## src/rtl/halut_result_collector.sv

```systemverilog
// Collects the non-stallable decoder lane beats into per-lane FIFOs and drains them
// round-robin into one valid/ready stream tagged with column address and row index.
module halut_result_collector #(
    parameter int unsigned M            = 32,
    parameter int unsigned DecoderUnits = 8,
    parameter int unsigned DecUnitsX    = M / DecoderUnits,
    parameter int unsigned MAddrWidth   = $clog2(M),
    parameter int unsigned FifoDepth    = 4,
    parameter int unsigned RowCntWidth  = 16
) (
    input  logic                                 clk_i,
    input  logic                                 rst_ni,
    input  logic [DecUnitsX-1:0]                 valid_i,
    input  logic [DecUnitsX-1:0][31:0]           result_i,
    input  logic [DecUnitsX-1:0][MAddrWidth-1:0] m_addr_i,
    input  logic                                 clear_i,
    output logic                                 out_valid_o,
    input  logic                                 out_ready_i,
    output logic [31:0]                          out_result_o,
    output logic [MAddrWidth-1:0]                out_m_addr_o,
    output logic [RowCntWidth-1:0]               out_row_o,
    output logic                                 row_done_o,
    output logic [DecUnitsX-1:0]                 overflow_o,
    output logic                                 busy_o
);
    localparam int          NLanes = int'(DecUnitsX);
    localparam int unsigned PtrW   = (FifoDepth > 1) ? $clog2(FifoDepth) : 1;
    localparam int unsigned CntW   = PtrW + 1;
    localparam int unsigned LaneW  = (DecUnitsX > 1) ? $clog2(DecUnitsX) : 1;
    localparam int unsigned BeatW  = (M > 1) ? $clog2(M) : 1;
    localparam int unsigned EntW   = 32 + MAddrWidth;

    logic [EntW-1:0]                r_mem [DecUnitsX][FifoDepth];
    logic [DecUnitsX-1:0][PtrW-1:0] r_wptr;
    logic [DecUnitsX-1:0][PtrW-1:0] r_rptr;
    logic [DecUnitsX-1:0][CntW-1:0] r_cnt;
    logic [LaneW-1:0]               r_rr_ptr;
    logic [BeatW-1:0]               r_beat_cnt;
    logic [RowCntWidth-1:0]         r_row_idx;

    logic [DecUnitsX-1:0]           w_nonempty;
    logic [DecUnitsX-1:0]           w_full;
    logic [DecUnitsX-1:0]           w_push;
    logic [DecUnitsX-1:0]           w_pop;
    logic [DecUnitsX-1:0]           w_drop;
    logic [DecUnitsX-1:0][CntW-1:0] w_cnt_nxt;
    logic [LaneW-1:0]               w_grant;
    logic [LaneW-1:0]               w_rr_nxt;
    logic                           w_grant_vld;
    logic                           w_load;
    logic                           w_hs;
    logic                           w_row_end;
    logic                           w_out_valid_nxt;
    logic                           w_busy_nxt;
    logic [RowCntWidth-1:0]         w_row_nxt;
    logic [EntW-1:0]                w_head;

    always_comb begin
        for (int x = 0; x < NLanes; x++) begin
            w_nonempty[x] = (r_cnt[x] != '0);
            w_full[x]     = (r_cnt[x] == CntW'(FifoDepth));
        end
    end

    // Round-robin search: first non-empty lane at or after the pointer, wrapping.
    always_comb begin
        int idx;
        w_grant     = '0;
        w_grant_vld = 1'b0;
        idx         = 0;
        for (int i = 0; i < NLanes; i++) begin
            idx = int'(r_rr_ptr) + i;
            if (idx >= NLanes) idx = idx - NLanes;
            if (!w_grant_vld && w_nonempty[idx]) begin
                w_grant_vld = 1'b1;
                w_grant     = LaneW'(idx);
            end
        end
    end

    assign w_head          = r_mem[w_grant][r_rptr[w_grant]];
    assign w_rr_nxt        = (w_grant == LaneW'(NLanes - 1)) ? '0 : w_grant + LaneW'(1);
    assign w_hs            = out_valid_o && out_ready_i;
    assign w_load          = (!out_valid_o || out_ready_i) && w_grant_vld;
    assign w_row_end       = (r_beat_cnt == BeatW'(M - 1));
    assign w_row_nxt       = (w_hs && w_row_end) ? r_row_idx + RowCntWidth'(1) : r_row_idx;
    assign w_out_valid_nxt = w_load || (out_valid_o && !out_ready_i);

    // A full FIFO still accepts a beat when the same edge pops it.
    always_comb begin
        w_busy_nxt = w_out_valid_nxt;
        for (int x = 0; x < NLanes; x++) begin
            w_pop[x]     = w_load && (w_grant == LaneW'(x));
            w_push[x]    = valid_i[x] && (!w_full[x] || w_pop[x]);
            w_drop[x]    = valid_i[x] && !w_push[x];
            w_cnt_nxt[x] = r_cnt[x] + CntW'(w_push[x]) - CntW'(w_pop[x]);
            if (w_cnt_nxt[x] != '0) w_busy_nxt = 1'b1;
        end
    end

    always_ff @(posedge clk_i) begin
        for (int x = 0; x < NLanes; x++) begin
            if (w_push[x]) r_mem[x][r_wptr[x]] <= {result_i[x], m_addr_i[x]};
        end
    end

    always_ff @(posedge clk_i) begin
        if (!rst_ni || clear_i) begin
            r_wptr       <= '0;
            r_rptr       <= '0;
            r_cnt        <= '0;
            r_rr_ptr     <= '0;
            r_beat_cnt   <= '0;
            r_row_idx    <= '0;
            overflow_o   <= '0;
            out_valid_o  <= 1'b0;
            out_result_o <= '0;
            out_m_addr_o <= '0;
            out_row_o    <= '0;
            row_done_o   <= 1'b0;
            busy_o       <= 1'b0;
        end else begin
            for (int x = 0; x < NLanes; x++) begin
                if (w_push[x]) r_wptr[x] <= r_wptr[x] + PtrW'(1);
                if (w_pop[x])  r_rptr[x] <= r_rptr[x] + PtrW'(1);
                if (w_drop[x]) overflow_o[x] <= 1'b1;
            end
            r_cnt <= w_cnt_nxt;
            if (w_grant_vld && w_load) r_rr_ptr <= w_rr_nxt;
            if (w_hs) r_beat_cnt <= w_row_end ? '0 : r_beat_cnt + BeatW'(1);
            r_row_idx   <= w_row_nxt;
            row_done_o  <= w_hs && w_row_end;
            out_valid_o <= w_out_valid_nxt;
            // A beat loaded on the edge that closes a row belongs to the next row.
            if (w_load) begin
                out_result_o <= w_head[EntW-1:MAddrWidth];
                out_m_addr_o <= w_head[MAddrWidth-1:0];
                out_row_o    <= w_row_nxt;
            end
            busy_o <= w_busy_nxt;
        end
    end
endmodule

```

## config.mk

```make
export PLATFORM = sky130hd
export DESIGN_NAME = halut_result_collector
export DESIGN_NICKNAME = d
export VERILOG_FILES = /design/src/rtl/halut_result_collector.sv
export SDC_FILE = /design/constraint.sdc
export NUM_CORES = 1
export LEC_CHECK = 0
export CAP_MARGIN = 40
export CORE_MARGIN = 3
export CORE_UTILIZATION = 30
export CTS_CLUSTER_DIAMETER = 150
export DETAILED_ROUTE_END_ITERATION = 16
export DONT_BUFFER_PORTS = 1
export PLACE_DENSITY = 0.42
export SLEW_MARGIN = 20
export SYNTH_ARGS = -nofsm -noshare
export SYNTH_HDL_FRONTEND = slang
export SYNTH_SLANG_ARGS = --single-unit
```

## constraint.sdc

```tcl
create_clock -name clk_i -period 7.3 [get_ports clk_i]
set_input_delay 2.19 -clock clk_i [delete_from_list [all_inputs] [get_ports clk_i]]
set_output_delay 2.19 -clock clk_i [all_outputs]
set_load 0.05 [all_outputs]
```

==> results.yml, run 1 <==
run_status:
  status: "completed"
grt:
  overflow: 0
  antenna_found_initial: 9
  grt_start_max_net_pins: 96
  grt_first_pass_wirelength_mm: 118
  grt_pass1_vias: 15600
  grt_usage_pct: 16.8
layout:
  final_cell_mix: "edfxtp_1, mux2i_1, nand2_1"
  multiInputGateArea_um2: 7500
  final_nets: 2010
  n_fill_cell: 8825
  areaGrowthSynthToFinish_pct: 15.5
  final_common_cell: "edfxtp_1"
  seq_area_um2: 20000
  drive_gt1_share_pct: 11.2
  fin_cells: 3137
timing:
  skew_ns: 0.0270
  finalSetupViolCount: 0
  slew_headroom_pct: 41.4
  hold_ws_ns: 0.467
  hold_viol_final: 0
  grt_setup_unrepaired: "no"
  fin_crit_sh_pct: 71.3
  tns_ns: 0
  worst_pin_slew_ns: 0.879
  fin_crit_ns: 5.21
  slew_violations: 0
  final.setup.worst_slack_ns: 2.09
  fmax_mhz: 192
placement:
  dpl_worst_slack_ns: 2.01
  gp_congestion: 0.758
  dp_hpwl_mm: 51.1
  port_buffers: 0
  dp.cells: 2978
power:
  p_leak_nw: 12.4
  switching_share_pct: 40.0
  power.density_nw_per_um2: 509
  ir_drop_uv: 537
  p_int_w: 0.00989
  clockPowerShare_pct: 23.8
  p_total_w: 0.0165
  p_seq_share_pct: 31.0
  p_comb_share_pct: 45.2
  p_sw_w: 0.00658
floorplanning:
  core_area_um2: 92200
  io-pin-count: 216
  die_h_um: 312
  die_area_um2: 97200
  start_util_pct: 30.4
  die_width_um: 312
  rows: 111
critical_path:
  cp.required_ns: 7.78
  crit_type: "reg -> reg"
  worstPathMaxFanout: 95
  cp-end-kind: "register"
  crit_path_start_kind: "register"
  crit_arrival_ns: 5.69
yosys:
  synth_cells: 1793
  synth-edff-count: 592
  async_reset_ff_share_pct: 0
  synth_area_leaders: "edfxtp_1, mux2i_1, dfxtp_1"
  yosysWarnings: 0
  ys_types: 50
  synth_top_area_cell: "edfxtp_1"
  synth_seq_cells: 703
  synth_top_cell_area_share_pct: 63.4
  syn_avg_cell_area_um2: 15.6
  synth_flop_cell: "edfxtp_1"
  seq_area_frac_synth_pct: 71.3
  syn_nets: 1982
  synth.cell_area_um2: 28000
detailed_routing:
  totalWireLength_mm: 82.5
  ant_nets: 0
  dr.pass1.iters: 5
  avgRoutedWirePerCell_um: 26.3
  drc: 0
  viasPerCell: 4.86
  vias: 15200
  first_iter_violations: 1061
clock_tree:
  holdBufCountCts: 0
  post-cts-setup-buffers: 0
  cts_root_buf: "clkbuf_16"
  cts_buffer_depth: 3
  clk_pin_slew_ns: 0.06
  cts_buffers: 82
  cts_htree_levels: 3
  ctsResizeCount: 0
  cts_num_sinks: 703
  clk_latency_ns: 0.63
  cts_tree: "yes"
hold_path:
  min_path_type: "reg -> reg"
run:
  cap_violations: 0
==> registers in the layout, indices dropped and copies added, names as in the netlist <==
register,flops
out_row_o,16
r_wptr,8
out_result_o,32
row_done_o,1
r_row_idx,16
overflow_o,4
out_m_addr_o,5
r_cnt,12
r_beat_cnt,5
r_mem,592
r_rr_ptr,2
out_valid_o,1
busy_o,1
r_rptr,8
==> cell type report <==
| class | count | share of cell area, % |
|---|---|---|
| clock inverter | 32 | 0.684 |
| clock buffer | 121 | 7.34 |
| multi-input combinational | 951 | 23.2 |
| tap | 1243 | 4.80 |
| inverter | 38 | 0.460 |
| antenna | 4 | 0.0309 |
| timing repair buffer | 45 | 1.77 |
| sequential | 703 | 61.8 |
==> cells in the mapped netlist (3+ instances only) <==
library cell / n
edfxtp_1: 592
mux2i_1: 335
nand2_1: 130
dfxtp_1: 111
a21oi_1: 89
nor2_1: 68
a221oi_1: 51
clkbuf_1: 46
o211ai_1: 39
inv_1: 37
o21bai_1: 37
buf_2: 32
ha_1: 29
xnor2_1: 25
a221oi_2: 23
and2_1: 20
a211oi_1: 15
and3_1: 14
buf_1: 12
xor2_1: 10
nor3_1: 8
o21ai_0: 7
buf_4: 6
nand3_1: 6
nand4_1: 6
buf_6: 5
nor2b_1: 5
fa_1: 4
a41oi_1: 3
nor4_1: 3
==> cell families (layout without fill, tap and decap cells) <==
| kind of cell | count (synthesis) | after routing | share of synthesized area (%) |
|---|---|---|---|
| adders and majority gates | 33 | 33 | 1.58 |
| xor gates and xnor gates | 35 | 35 | 1.09 |
| and+or+nand+nor | 272 | 272 | 4.33 |
| DFF | 703 | 703 | 71.3 |
| muxes | 337 | 337 | 12.1 |
| AOI/OAI and AO/OA | 274 | 274 | 7.34 |
| buffers and inverters | 139 | 236 | 2.22 |
| other | 0 | 4 | 0 |
==> power groups by stage <==
stage | sequential (W) | combinational, W | clock (W)
CTS | 0.00511 | 0.00754 | 0.00404
floorplan | 0.00513 | 0.00561 | 0
global route | 0.00513 | 0.00814 | 0.00421
detailed placement | 0.00519 | 0.00752 | 0
global placement | 0.00519 | 0.00732 | 0
finish | 0.00510 | 0.00745 | 0.00392
==> metal layers <==
layer  share of wire (%)  up-vias  global-route usage [%]  wire [um]
met5               0.016        -                       0         13
met4                 1.7        2                    4.01       1440
met3                 8.4      105                    5.84       6950
met2                  46      430                    26.7      38100
met1                  44     7745                    22.1      36000
li1                    -     6959                       -          -
==> path summary, 6_finish.rpt <==
kind / startpoint / endpoint / slack [ns] / cells after the start
hold / removal: r_beat_cnt[4] / r_beat_cnt[4] / 0.47 / 2
setup reg to reg: r_cnt[11] / busy_o / 2.09 / 16
setup / recovery: r_cnt[11] / busy_o / 2.09 / 16
hold reg to reg: r_beat_cnt[4] / r_beat_cnt[4] / 0.47 / 2
==> critical path, cell delays in order, from the launching register on <==
cell	delay, ns
dfxtp_1	0.34
nor3_1	0.56
o21ai_0	0.29
o21ai_4	0.18
buf_4	0.51
inv_6	0.40
o311ai_1	0.75
and2_1	0.27
inv_1	0.06
ha_1	0.27
inv_1	0.04
ha_1	0.18
fa_1	0.49
nor4_1	0.28
nand3_1	0.12
nor4_1	0.17
a21oi_1	0.10
==> stage by stage <==
step	utilization (%)	cell area [um^2]
finish	35.1	32400
detailed placement	32.2	29700
CTS	35.1	32300
global placement	31.9	29400
global route	35.1	32400
floorplan	-	28000
(Power assumes the default switching activity.)
==> run 2: changes to the inputs <==
==> constraint.sdc (replaced) <==
create_clock -name clk_i -period 5.2 [get_ports clk_i]
set_input_delay 1.56 -clock clk_i [delete_from_list [all_inputs] [get_ports clk_i]]
set_output_delay 1.56 -clock clk_i [all_outputs]
set_load 0.05 [all_outputs]
==> results.yml, run 2 (synthesized netlist as in run 1, its figures left out) <==
layout:
  areaGrowthSynthToFinish_pct: 16.3
  n_fill_cell: 8873
  drive_gt1_share_pct: 11.6
  post-route-util_pct: 35.4
  largest_reg_flops: 592
  final_nets: 2009
  final_common_cell: "edfxtp_1"
  final_cell_mix: "edfxtp_1, mux2i_1, nand2_1"
clock_tree:
  cts_buffers: 82
  post-cts-setup-buffers: 0
  ctsResizeCount: 0
  cts_htree_levels: 3
  clk_latency_ns: 0.65
  cts_buffer_depth: 3
  holdBufCountCts: 0
  cts_root_buf: "clkbuf_16"
  clk_pin_slew_ns: 0.06
  cts_num_sinks: 703
  cts_tree: "yes"
grt:
  antenna_found_initial: 5
  overflow: 0
  grt_util_met1_pct: 22.1
  grt_start_max_net_pins: 129
  use_met2_pct: 27.4
  grt_usage_pct: 17.0
  grt_pass1_vias: 16100
  grt_first_pass_wirelength_mm: 118
  busiest_layer: "met2"
  use_met3_pct: 5.26
critical_path:
  cp.required_ns: 5.69
  crit_type: "reg -> reg"
  crit_arrival_ns: 4.66
  reg2reg_depth: 16
  reg2reg_to: "busy_o"
  cp-end-kind: "register"
  crit_path_start_kind: "register"
  r2r_slack_ns: 1.03
  r2r_start: "r_cnt[11]"
  worstPathMaxFanout: 5
timing:
  fin_crit_sh_pct: 80.2
  fin_crit_ns: 4.17
  grt_setup_unrepaired: "no"
  finalSetupViolCount: 0
  final.setup.worst_slack_ns: 1.03
  slew_headroom_pct: 35.3
  worst_pin_slew_ns: 0.970
  slew_violations: 0
  skew_ns: 0.0184
  hold_viol_final: 0
  fmax_mhz: 240
  tns_ns: 0
power:
  switching_share_pct: 39.7
  p_comb_share_pct: 45.2
  p_sw_w: 0.00935
  p_seq_share_pct: 30.4
  clockPowerShare_pct: 24.4
  power.density_nw_per_um2: 722
  p_leak_nw: 12.5
  p_int_w: 0.0142
  p_total_w: 0.0235
  ir_drop_uv: 1060
run:
  cap_violations: 0
run_status:
  status: "completed"
floorplanning:
  core_area_um2: 92200
  die_area_um2: 97200
  die_h_um: 312
  rows: 111
  die_width_um: 312
  start_util_pct: 30.4
  io-pin-count: 216
detailed_routing:
  vias: 15300
  dr.pass1.iters: 5
  viasPerCell: 4.88
  drc: 0
  first_iter_violations: 955
  totalWireLength_mm: 83.5
  ant_nets: 0
  avgRoutedWirePerCell_um: 26.6
placement:
  gp_congestion: 0.729
  dp_hpwl_mm: 48.5
  dpl_worst_slack_ns: 0.631
  port_buffers: 0
hold_path:
  hold_depth: 2
  min_path_type: "reg -> reg"
  holdPathEnd: "r_beat_cnt[4]"
  hp-start: "r_beat_cnt[4]"
-- run 2: changes by cell type in the layout (fill, tap and decap cells not counted), sizes merged --
cell and change:
buf -1, bufinv +5, clkinv +2, inv +1, clkbuf -10, clkinvlp +2
-- run 2: layout make-up --
class                   count  area, um^2  area share, %
diodes                      4        10.0         0.0307
repair buffers             44         681           2.09
inverters                  38         149          0.457
multi-input cells         951        7490           23.0
flip-flops and latches    703       20000           61.3
clock inverters            42         450           1.38
clock buffers             111        2270           6.97
well taps                1243        1560           4.77
-- run 2: layer usage --
metal | vias to the layer above | part of all wire, % | wire (um)
li1 | 6947 | - | -
met1 | 7876 | 44 | 36900
met2 | 380 | 47 | 38900
met3 | 93 | 7.3 | 6110
met4 | 0 | 2.0 | 1670
met5 | - | 0 | 0
-- run 2: per-stage QoR --
stage	cell area, um^2	hold slack, ns	instances
after floorplan	28000	0.441	1793
after global placement	29700	0.450	2971
after detailed placement	29900	0.458	2979
after CTS	32600	0.467	3132
after global routing	32600	0.527	3132
final	32600	0.468	3136
-- run 2: critical path, stage by stage, from the launching register on --
cell and delay, ns:
dfxtp_1 0.36, or4b_1 0.56, o32ai_1 0.26, or3_4 0.26, clkinv_2 0.09, nor3_2 0.31
nor2_1 0.12, nor2b_1 0.26, inv_1 0.14, ha_1 0.30, inv_1 0.04, ha_1 0.18
fa_1 0.44, nor4_1 0.29, nand3_1 0.12, nor4_1 0.20, a21oi_1 0.10
-- run 2: how the worst max path moves through the flow --
stage                      from  endpoint  slack, ns  depth (start not counted)
floorplan             r_cnt[11]    busy_o        1.0                         20
global placement    out_ready_i    busy_o       0.75                         13
detailed placement  out_ready_i    busy_o       0.63                         13
CTS                   r_cnt[11]    busy_o       0.96                         16
global route          r_cnt[11]    busy_o       0.52                         16
finish                r_cnt[11]    busy_o       1.03                         16
-- run 2: power groups by stage --
stage	sequential, W	combinational, W	clock, W
2_1_floorplan	0.00720	0.00788	0
3_3_place_gp	0.00727	0.0103	0
3_5_place_dp	0.00728	0.0108	0
4_1_cts	0.00716	0.0108	0.00590
5_1_grt	0.00720	0.0117	0.00612
6_report	0.00716	0.0107	0.00573
